**config.mk**
```make
export PLATFORM = sky130hd
export DESIGN_NAME = mem_wb_stage
export DESIGN_NICKNAME = d
export VERILOG_FILES = /design/src/rtl/mem_pkg.sv /design/src/rtl/mem_access_fsm.sv /design/src/rtl/mem_wb_stage.sv
export SDC_FILE = /design/constraint.sdc
export NUM_CORES = 1
export LEC_CHECK = 0
export CAP_MARGIN = 30
export CORE_ASPECT_RATIO = 0.7
export CORE_MARGIN = 8
export CORE_UTILIZATION = 40
export CTS_CLUSTER_DIAMETER = 120
export DETAILED_ROUTE_END_ITERATION = 10
export DONT_BUFFER_PORTS = 1
export SKIP_LAST_GASP = 1
export SYNTH_ARGS = -nofsm -noshare
export SYNTH_HDL_FRONTEND = slang
export SYNTH_HIERARCHICAL = 1
export SYNTH_SLANG_ARGS = --single-unit
```
**constraint.sdc**
```tcl
create_clock -name clk_i -period 2.8 [get_ports clk_i]
set_clock_uncertainty 0.05 [all_clocks]
set_input_delay 0.42 -clock clk_i [delete_from_list [all_inputs] [get_ports clk_i]]
set_output_delay 0.42 -clock clk_i [all_outputs]
set_load 0.02 [all_outputs]
```
**src/rtl/mem_pkg.sv**
```systemverilog
// Shared types and constants for the MEM stage and its memory handshake FSM.
package mem_pkg;

  typedef enum logic [1:0] {
    IDLE = 2'd0,
    WAIT = 2'd1,
    DONE = 2'd2
  } state_e;

  // Bit positions inside the 2-bit WB control bundle.
  localparam int WB_REGWRITE = 0;
  localparam int WB_MEMTOREG = 1;

  localparam int TIMEOUT_CYCLES_DEF = 255;
  localparam int CNT_W_DEF          = 8;

  // Request side of the memory handshake, held stable for the whole access.
  typedef struct packed {
    logic        req;
    logic        we;
    logic [31:0] addr;
    logic [31:0] wdata;
  } mem_req_t;

  // Memory is word addressed: byte offset bits are always presented as 0.
  function automatic logic [31:0] word_addr(input logic [31:0] a);
    return a & 32'hFFFF_FFFC;
  endfunction

endpackage

```
**src/rtl/mem_access_fsm.sv**
```systemverilog
// Data-memory handshake: issues one registered request per load/store, holds it
// until ack, buffers the read data and stalls upstream while busy.
// Optional abort on a stuck memory: define MEM_TIMEOUT_EN.
module mem_access_fsm
  import mem_pkg::*;
#(
  parameter int TIMEOUT_CYCLES = TIMEOUT_CYCLES_DEF,
  parameter int CNT_W          = CNT_W_DEF
) (
  input  logic        clk_i,
  input  logic        rst_n_i,
  input  logic        rd_i,
  input  logic        wr_i,
  input  logic [31:0] addr_i,
  input  logic [31:0] wdata_i,
  input  logic        ack_i,
  input  logic [31:0] rdata_i,
  output logic        mem_req_o,
  output logic        mem_we_o,
  output logic [31:0] mem_addr_o,
  output logic [31:0] mem_wdata_o,
  output logic        stall_o,
  output logic        done_o,
  output logic [31:0] rbuf_o,
  output logic        err_o
);

  state_e      state_q, state_d;
  mem_req_t    req_q, req_d;
  logic [31:0] rbuf_q, rbuf_d;

  // A counter too narrow to reach the timeout value is a configuration bug.
  if (TIMEOUT_CYCLES >= (1 << CNT_W)) begin : g_cnt_w_too_narrow
  end

`ifdef MEM_TIMEOUT_EN
  logic [CNT_W-1:0] cnt_q, cnt_d;
  logic             err_q, err_d;
`endif

  // Next-state, request and buffer update; stall/done decoded from state.
  always_comb begin
    state_d = state_q;
    req_d   = req_q;
    rbuf_d  = rbuf_q;
    stall_o = 1'b0;
    done_o  = 1'b0;
`ifdef MEM_TIMEOUT_EN
    cnt_d   = cnt_q;
    err_d   = err_q;
`endif
    unique case (state_q)
      IDLE: begin
        if (rd_i || wr_i) begin
          stall_o     = 1'b1;
          req_d.req   = 1'b1;
          req_d.we    = wr_i;  // store wins when both are asserted
          req_d.addr  = word_addr(addr_i);
          req_d.wdata = wdata_i;
          state_d     = WAIT;
`ifdef MEM_TIMEOUT_EN
          cnt_d       = '0;
`endif
        end
      end
      WAIT: begin
        stall_o = 1'b1;
        if (ack_i) begin
          rbuf_d    = req_q.we ? 32'h0 : rdata_i;
          req_d.req = 1'b0;
          state_d   = DONE;
        end
`ifdef MEM_TIMEOUT_EN
        else if (cnt_q == CNT_W'(TIMEOUT_CYCLES - 1)) begin
          // Give up: release the bus and retire the instruction with zero data.
          rbuf_d    = 32'h0;
          req_d.req = 1'b0;
          err_d     = 1'b1;
          state_d   = DONE;
        end else begin
          cnt_d = cnt_q + 1'b1;
        end
`endif
      end
      DONE: begin
        // Instruction retires into MEM/WB this edge; going straight to IDLE
        // keeps the same instruction from re-issuing.
        done_o  = 1'b1;
        state_d = IDLE;
      end
      default: state_d = IDLE;
    endcase
  end

  // State, request and read-buffer registers.
  always_ff @(posedge clk_i or negedge rst_n_i) begin
    if (!rst_n_i) begin
      state_q <= IDLE;
      req_q   <= '0;
      rbuf_q  <= '0;
`ifdef MEM_TIMEOUT_EN
      cnt_q   <= '0;
      err_q   <= 1'b0;
`endif
    end else begin
      state_q <= state_d;
      req_q   <= req_d;
      rbuf_q  <= rbuf_d;
`ifdef MEM_TIMEOUT_EN
      cnt_q   <= cnt_d;
      err_q   <= err_d;
`endif
    end
  end

  assign mem_req_o   = req_q.req;
  assign mem_we_o    = req_q.we;
  assign mem_addr_o  = req_q.addr;
  assign mem_wdata_o = req_q.wdata;
  assign rbuf_o      = rbuf_q;

`ifdef MEM_TIMEOUT_EN
  assign err_o = err_q;
`else
  assign err_o = 1'b0;
`endif

endmodule

```
**src/rtl/mem_wb_stage.sv**
```systemverilog
// MEM stage plus MEM/WB pipeline register. Loads/stores go through
// mem_access_fsm; while it stalls, bubbles enter MEM/WB so nothing is written
// back twice. Optional memory timeout: define MEM_TIMEOUT_EN.
module mem_wb_stage
  import mem_pkg::*;
#(
  parameter int TIMEOUT_CYCLES = TIMEOUT_CYCLES_DEF,
  parameter int CNT_W          = CNT_W_DEF
) (
  input  logic        clk_i,
  input  logic        rst_n_i,
  input  logic [1:0]  WB_i,
  input  logic        MemRead_i,
  input  logic        MemWrite_i,
  input  logic [4:0]  RDaddr_i,
  input  logic [31:0] ALUdata_i,
  input  logic [31:0] data_i,
  output logic        mem_req_o,
  output logic        mem_we_o,
  output logic [31:0] mem_addr_o,
  output logic [31:0] mem_wdata_o,
  input  logic        mem_ack_i,
  input  logic [31:0] mem_rdata_i,
  output logic        stall_o,
  output logic [1:0]  WB_o,
  output logic        FW_o,
  output logic [4:0]  RDaddr_o,
  output logic [31:0] MEMdata_o,
  output logic [31:0] ALUdata_o,
  output logic [31:0] WBdata_o,
  output logic        err_o
);

  logic        stall, done;
  logic [31:0] rbuf;

  logic [1:0]  wb_q, wb_d;
  logic [4:0]  rd_q, rd_d;
  logic [31:0] memdata_q, memdata_d;
  logic [31:0] aludata_q, aludata_d;

  mem_access_fsm #(
    .TIMEOUT_CYCLES (TIMEOUT_CYCLES),
    .CNT_W          (CNT_W)
  ) u_fsm (
    .clk_i       (clk_i),
    .rst_n_i     (rst_n_i),
    .rd_i        (MemRead_i),
    .wr_i        (MemWrite_i),
    .addr_i      (ALUdata_i),
    .wdata_i     (data_i),
    .ack_i       (mem_ack_i),
    .rdata_i     (mem_rdata_i),
    .mem_req_o   (mem_req_o),
    .mem_we_o    (mem_we_o),
    .mem_addr_o  (mem_addr_o),
    .mem_wdata_o (mem_wdata_o),
    .stall_o     (stall),
    .done_o      (done),
    .rbuf_o      (rbuf),
    .err_o       (err_o)
  );

  // MEM/WB load: bubble while stalled (data regs keep their value), else
  // capture EX/MEM with load data from the buffer only on a retiring access.
  always_comb begin
    wb_d      = wb_q;
    rd_d      = rd_q;
    memdata_d = memdata_q;
    aludata_d = aludata_q;
    if (stall) begin
      wb_d = 2'b00;
      rd_d = 5'd0;
    end else begin
      wb_d      = WB_i;
      rd_d      = RDaddr_i;
      aludata_d = ALUdata_i;
      memdata_d = done ? rbuf : 32'h0;
    end
  end

  // MEM/WB pipeline register.
  always_ff @(posedge clk_i or negedge rst_n_i) begin
    if (!rst_n_i) begin
      wb_q      <= '0;
      rd_q      <= '0;
      memdata_q <= '0;
      aludata_q <= '0;
    end else begin
      wb_q      <= wb_d;
      rd_q      <= rd_d;
      memdata_q <= memdata_d;
      aludata_q <= aludata_d;
    end
  end

  assign stall_o   = stall;
  assign WB_o      = wb_q;
  assign FW_o      = wb_q[WB_REGWRITE];
  assign RDaddr_o  = rd_q;
  assign MEMdata_o = memdata_q;
  assign ALUdata_o = aludata_q;
  assign WBdata_o  = wb_q[WB_MEMTOREG] ? memdata_q : aludata_q;

endmodule

```
# Yosys cells after proc, flatten, opt, wreduce, memory -nomap -nowiden
# Index checks and enable logic that the tools add are counted.
# op_classes
n_eq_ne	4
n_mux	14
n_reduce_logical	7
# ops
cell	n
32-bit 2-to-1 mux	3
66-bit 2-to-1 mux	1
2-bit 2-to-1 mux	3
2-bit AND reduction	3
5-bit 2-to-1 mux	1
1-bit case mux with 2 select lines	2
2-bit case mux with 2 select lines	1
1-bit 2-to-1 mux	3
3-bit AND reduction	1
2-bit by 1-bit == test with 1-bit output, second input constant	1
2-bit == test, second input constant	1
2-bit logical NOT	1
2-bit by 1-bit inequality test with 1-bit output, second input constant	1
2-bit inequality test, second input constant	1
2-bit nonzero test	1
1-bit logical OR	1
# word_totals
reg_bits	169
input_bits	108
output_inout_bits	172
elab_cells	35

# Longest topological paths before layout
# logic_depth
ltp_word	4
ltp_mapped	7
depth_no_buf	4

# Hierarchy
# The synthesis kept the hierarchy.
# by_module_without_submodules
module	n_inst	cells_per_inst	area_per_inst_um2	seq_area_each_um2
mem_access_fsm	1	290	4137.7	2452.4
mem_wb_stage	1	192	2965.3	1776.7

# Worst setup path before layout
# Ideal clock, no wire load.
# synth_timing
path_type	register -> register
startpoint	reg u_fsm.state_q[0]
endpoint	reg aludata_q[30] (netlist: ALUdata_o[30])
setup_time_ns	0.125
arrival_time_ns	1.553
t_required_ns	2.625
slack_ns	1.073
stages_incl_launch_ff	6
path_buffers	2
path_cell_list	dfrtp_1 > nor3_1 > nor2_1 > buf_4 > buf_2 > mux2_2
# synth_between
elab_chain_len	2
elab_cells_between_ends	3
cone_classes	eq/ne (1); mux (1); reduce/logical (1)
# synth_lines
element	line_no	rtl
start, declared	mem_access_fsm.sv:28	state_e state_q, state_d;
start signal, assigned	mem_access_fsm.sv:106	state_q <= state_d;
2-bit by 1-bit == test with 1-bit output / 2-bit logical NOT (equally long branches)	mem_access_fsm.sv:52	unique case (state_q)
1-bit case mux with 2 select lines *	mem_access_fsm.sv:52	
via stall_o	mem_wb_stage.sv:24	output logic stall_o,
end signal, assigned	mem_wb_stage.sv:93	aludata_q <= aludata_d;
end, declared	mem_wb_stage.sv:40	logic [31:0] aludata_q, aludata_d;
# The timed path passes the listed nets; every way through them passes the cells marked *.
# A chain may end at the register's enable or synchronous reset.

# Worst setup path after layout
# layout_timing
startpoint	reg u_fsm.state_q[0]
endpoint	out stall_o
# layout_between
elab_chain_len	2
elab_cells_between_ends	3
cone_classes	eq/ne (1); mux (1); reduce/logical (1)
# layout_lines
element	line_no
2-bit by 1-bit == test with 1-bit output / 2-bit logical NOT (equally long branches)	mem_access_fsm.sv:52
1-bit case mux with 2 select lines *	mem_access_fsm.sv:52
end, declared	mem_wb_stage.sv:24
# Every way passes the cells marked *; elsewhere a longest branch is shown, timed or not.

==> summary.txt <==
Outcome
  – Status: finished, violations left
  – Failing checks: hold timing

Worst setup path
  – CP max stage delay: 0.74 ns
  – CP max stage cell: buf_4
  – Required time worst endpoint: 2.33 ns
  – Reg2reg start: u_fsm/state_q[0]$_DFFE_PN0P_
  – Worst EP arrival: 1.84 ns
  – Crit end category: primary output
  – R2r worst-path depth: 4
  – Reg2Reg Setup Slack: 0.73 ns
  – Cell Chain, Critical Path: nor3_1, nor2_4, buf_4
  – Startpoint types: flip-flop
  – Crit Path Class: flip-flop to primary output
  – Crit path max fanout: 72
  – Reg2Reg Capture Point: ALUdata_o[15]$_DFFE_PN0N_

Power and ir drop
  – Reg power frac: 51.9%
  – Clock power share: 24.5%
  – Net Sw Frac: 38.2%
  – Pleak: 3.48 nW
  – P_sw: 3.75 mW
  – Peak VDD IR: 0.000488 V
  – Pwr Total: 9.81 mW
  – Logic pwr share: 23.7%
  – Internal power: 6.06 mW
  – Power density over the cells: 1270 nW/um^2

Clock tree
  – Postcts setup bufs: 0
  – Clk buf depth: 2
  – Clk slew on worst S/H paths: 0.07 ns
  – Clk sink count: 169
  – CTS H-Tree Depth: 4
  – Post-CTS resize count: 0
  – Root Driver: clkbuf_16
  – CTS tree: done
  – CTS Buf Count: 17
  – Later-pin clock latency in the skew report: 0.42 ns

Yosys
  – Mapped Area: 7100 sq um
  – Syn_area_per_cell: 14.7 sq um
  – Synth Warn #: 6
  – Synth Area in Simple Gates: 5.92%
  – Fraction of the mapped netlist area in compound gates: 6.66%
  – Synth Area in Adders: 0%
  – Dominant synthesized flop cell: dfrtp_1
  – Share of the synthesized area in the top cell type: 59.5%
  – Register area share after synthesis: 59.5%
  – Largest area contributor in the netlist: dfrtp_1
  – Top post-synthesis cells by area: dfrtp_1 60%, mux2_4 12%, mux2_2 10%
  – Post-synth EDFFs: 0
  – Seq cells post-synth: 169
  – Library cells used by synthesis: 26
  – Mapped Cells: 482
  – XOR/XNOR Fraction of Synth Area: 0%
  – Largest family of logic cells by synthesized area: multiplexers
  – Mux share of post-synthesis cell area: 23.1%
  – Asr flop ratio synth: 100%
  – Synth cell count leaders: 169 x dfrtp_1, 65 x mux2_2, 59 x mux2_4
  – Cell with the most instances after synthesis: dfrtp_1

Floorplan
  – Die width: 175 microns
  – Die Area: 22300 sq um
  – Core Area: 17300 sq um
  – Row cnt: 40
  – Die Y: 127 microns
  – Initial Util: 41.1%
  – # IOs: 280

Timing
  – Max_slew headroom: 36.1%
  – Final worst path period need: 2.31 ns
  – Period utilisation layout: 82.5%
  – # setup viols final: 0
  – Max Freq: 433 MHz
  – Final Hold Viols: 169
  – Final setup TNS: 0 ns
  – RSZ-0062 raised after global routing: false
  – Worst hold slack: -0.360 ns
  – Slew @ Worst Pin: 0.959 ns
  – Slew Viols, Final: 0

Finish
  – Synth-to-Final Area Change: 9.16%
  – Multi-input logic area: 2560 sq um
  – Reg area: 4230 sq um
  – Post-layout nets: 581
  – N_diodes: 0
  – # fillers: 1554
  – Design area: 7750 sq um
  – Layout cells sized above 1: 34.0%

Placed design
  – Placed cell area: 7150 sq um
  – Port Buffers: 0
  – HPWL Detailed: 12.0 mm
  – GPL Wtd Cong: 0.727

Run
  – Max-Cap Viols: 0

GRT
  – First-pass GRT wire length: 26.8 mm
  – Vias in the first global route: 4289
  – Pin count of the biggest net entering global routing: 170
  – Congestion Overflow GR: 0
  – Tot GR Track Use: 15.3%
  – Initial antenna violation count: 0

Hold path
  – HP Class: primary input to asynchronous set/reset pin

Drt
  – Post-route ant nets: 0
  – WL/cell: 23.9 microns
  – Vias per cell: 5.26
  – DRT Pass-1 Iters: 4
  – Total wire length: 17.2 mm
  – # DRC: 0
  – Starting DRT DRC Count: 257
  – Via count: 3769
registers in the layout, summed over array words and instances, names as in the netlist:
name,cells
ALUdata_o,32
MEMdata_o,32
RDaddr_o,5
WB_o,2
u_fsm/mem_addr_o,30
u_fsm/mem_req_o,1
u_fsm/mem_wdata_o,32
u_fsm/mem_we_o,1
u_fsm/rbuf_o,32
u_fsm/state_q,2
power by group through the flow:
stage / clock network, mW / registers [mW] / logic, mW
2_1_floorplan: 0 / 4.82 / 2.18
3_3_place_gp: 0 / 5.14 / 2.28
3_5_place_dp: 0 / 5.15 / 2.35
4_1_cts: 2.47 / 5.12 / 2.36
5_1_grt: 2.57 / 5.23 / 2.52
6_report: 2.40 / 5.09 / 2.32
per-stage QoR:
step | worst slack (ns) | util [%] | std cells | hold slack [ns]
floorplan | 1.07 | - | 484 | 0.0744
global placement | 0.791 | 41.4 | 685 | 0.0800
detailed placement | 0.737 | 41.4 | 685 | 0.0796
CTS | 0.419 | 44.9 | 717 | -0.380
global route | 0.351 | 44.9 | 717 | -0.394
finish | 0.489 | 44.9 | 717 | -0.360
logic make-up after synthesis:
kind of cell / after synthesis
other cells: 1
buf+inv: 38
flops: 169
mux: 126
simple gates: 80
compound gates: 68
critical path: cells and delay by family (launching register included):
kind	cells	cell delay, ns
flops	1	0.42
buf+inv	1	0.74
simple gates	2	0.26
area by class of cell:
cell class	instances	share of cell area, %
sequential	169	54.6
multi-input combinational	277	33.1
clock buffer	20	5.63
tap	231	3.73
clock inverter	12	2.11
timing repair buffer	7	0.839
inverter	1	0.0484
worst max-delay path by stage:
stage,slack (ns),end,cells past startpoint,startpoint
after floorplan,1.07,ALUdata_o[30]$_DFFE_PN0N_,5,u_fsm/state_q[0]$_DFFE_PN0P_
after global placement,0.79,ALUdata_o[10]$_DFFE_PN0N_,4,u_fsm/state_q[0]$_DFFE_PN0P_
after detailed placement,0.74,ALUdata_o[21]$_DFFE_PN0N_,4,u_fsm/state_q[0]$_DFFE_PN0P_
after CTS,0.42,stall_o,3,u_fsm/state_q[0]$_DFFE_PN0P_
after global routing,0.35,stall_o,3,u_fsm/state_q[0]$_DFFE_PN0P_
final,0.49,stall_o,3,u_fsm/state_q[0]$_DFFE_PN0P_
routing by layer:
metal / vias up / GRT usage, % / wire length [microns]
met5: - / 0 / 0
met4: 0 / 4.42 / 144
met3: 14 / 7.83 / 1940
met2: 180 / 23.1 / 7740
met1: 1920 / 19.0 / 7340
li1: 1655 / - / -
cells in the final DEF, fill, tap and decap left out, types with 2 or more instances in the layout:
master	netlist	final
buf_4	9	6
o21ai_0	32	32
clkinvlp_4	0	3
clkbuf_1	7	3
mux2_2	65	65
conb_1	1	3
dfrtp_1	169	168
mux2_4	59	59
mux2_1	2	2
bufinv_16	0	3
inv_6	0	3
and2b_1	2	2
nand2_1	33	33
clkbuf_16	0	17
nor2b_1	7	7
nand2b_1	33	33
a22o_1	33	33
No activity file was read; power rests on OpenSTA's default activity.
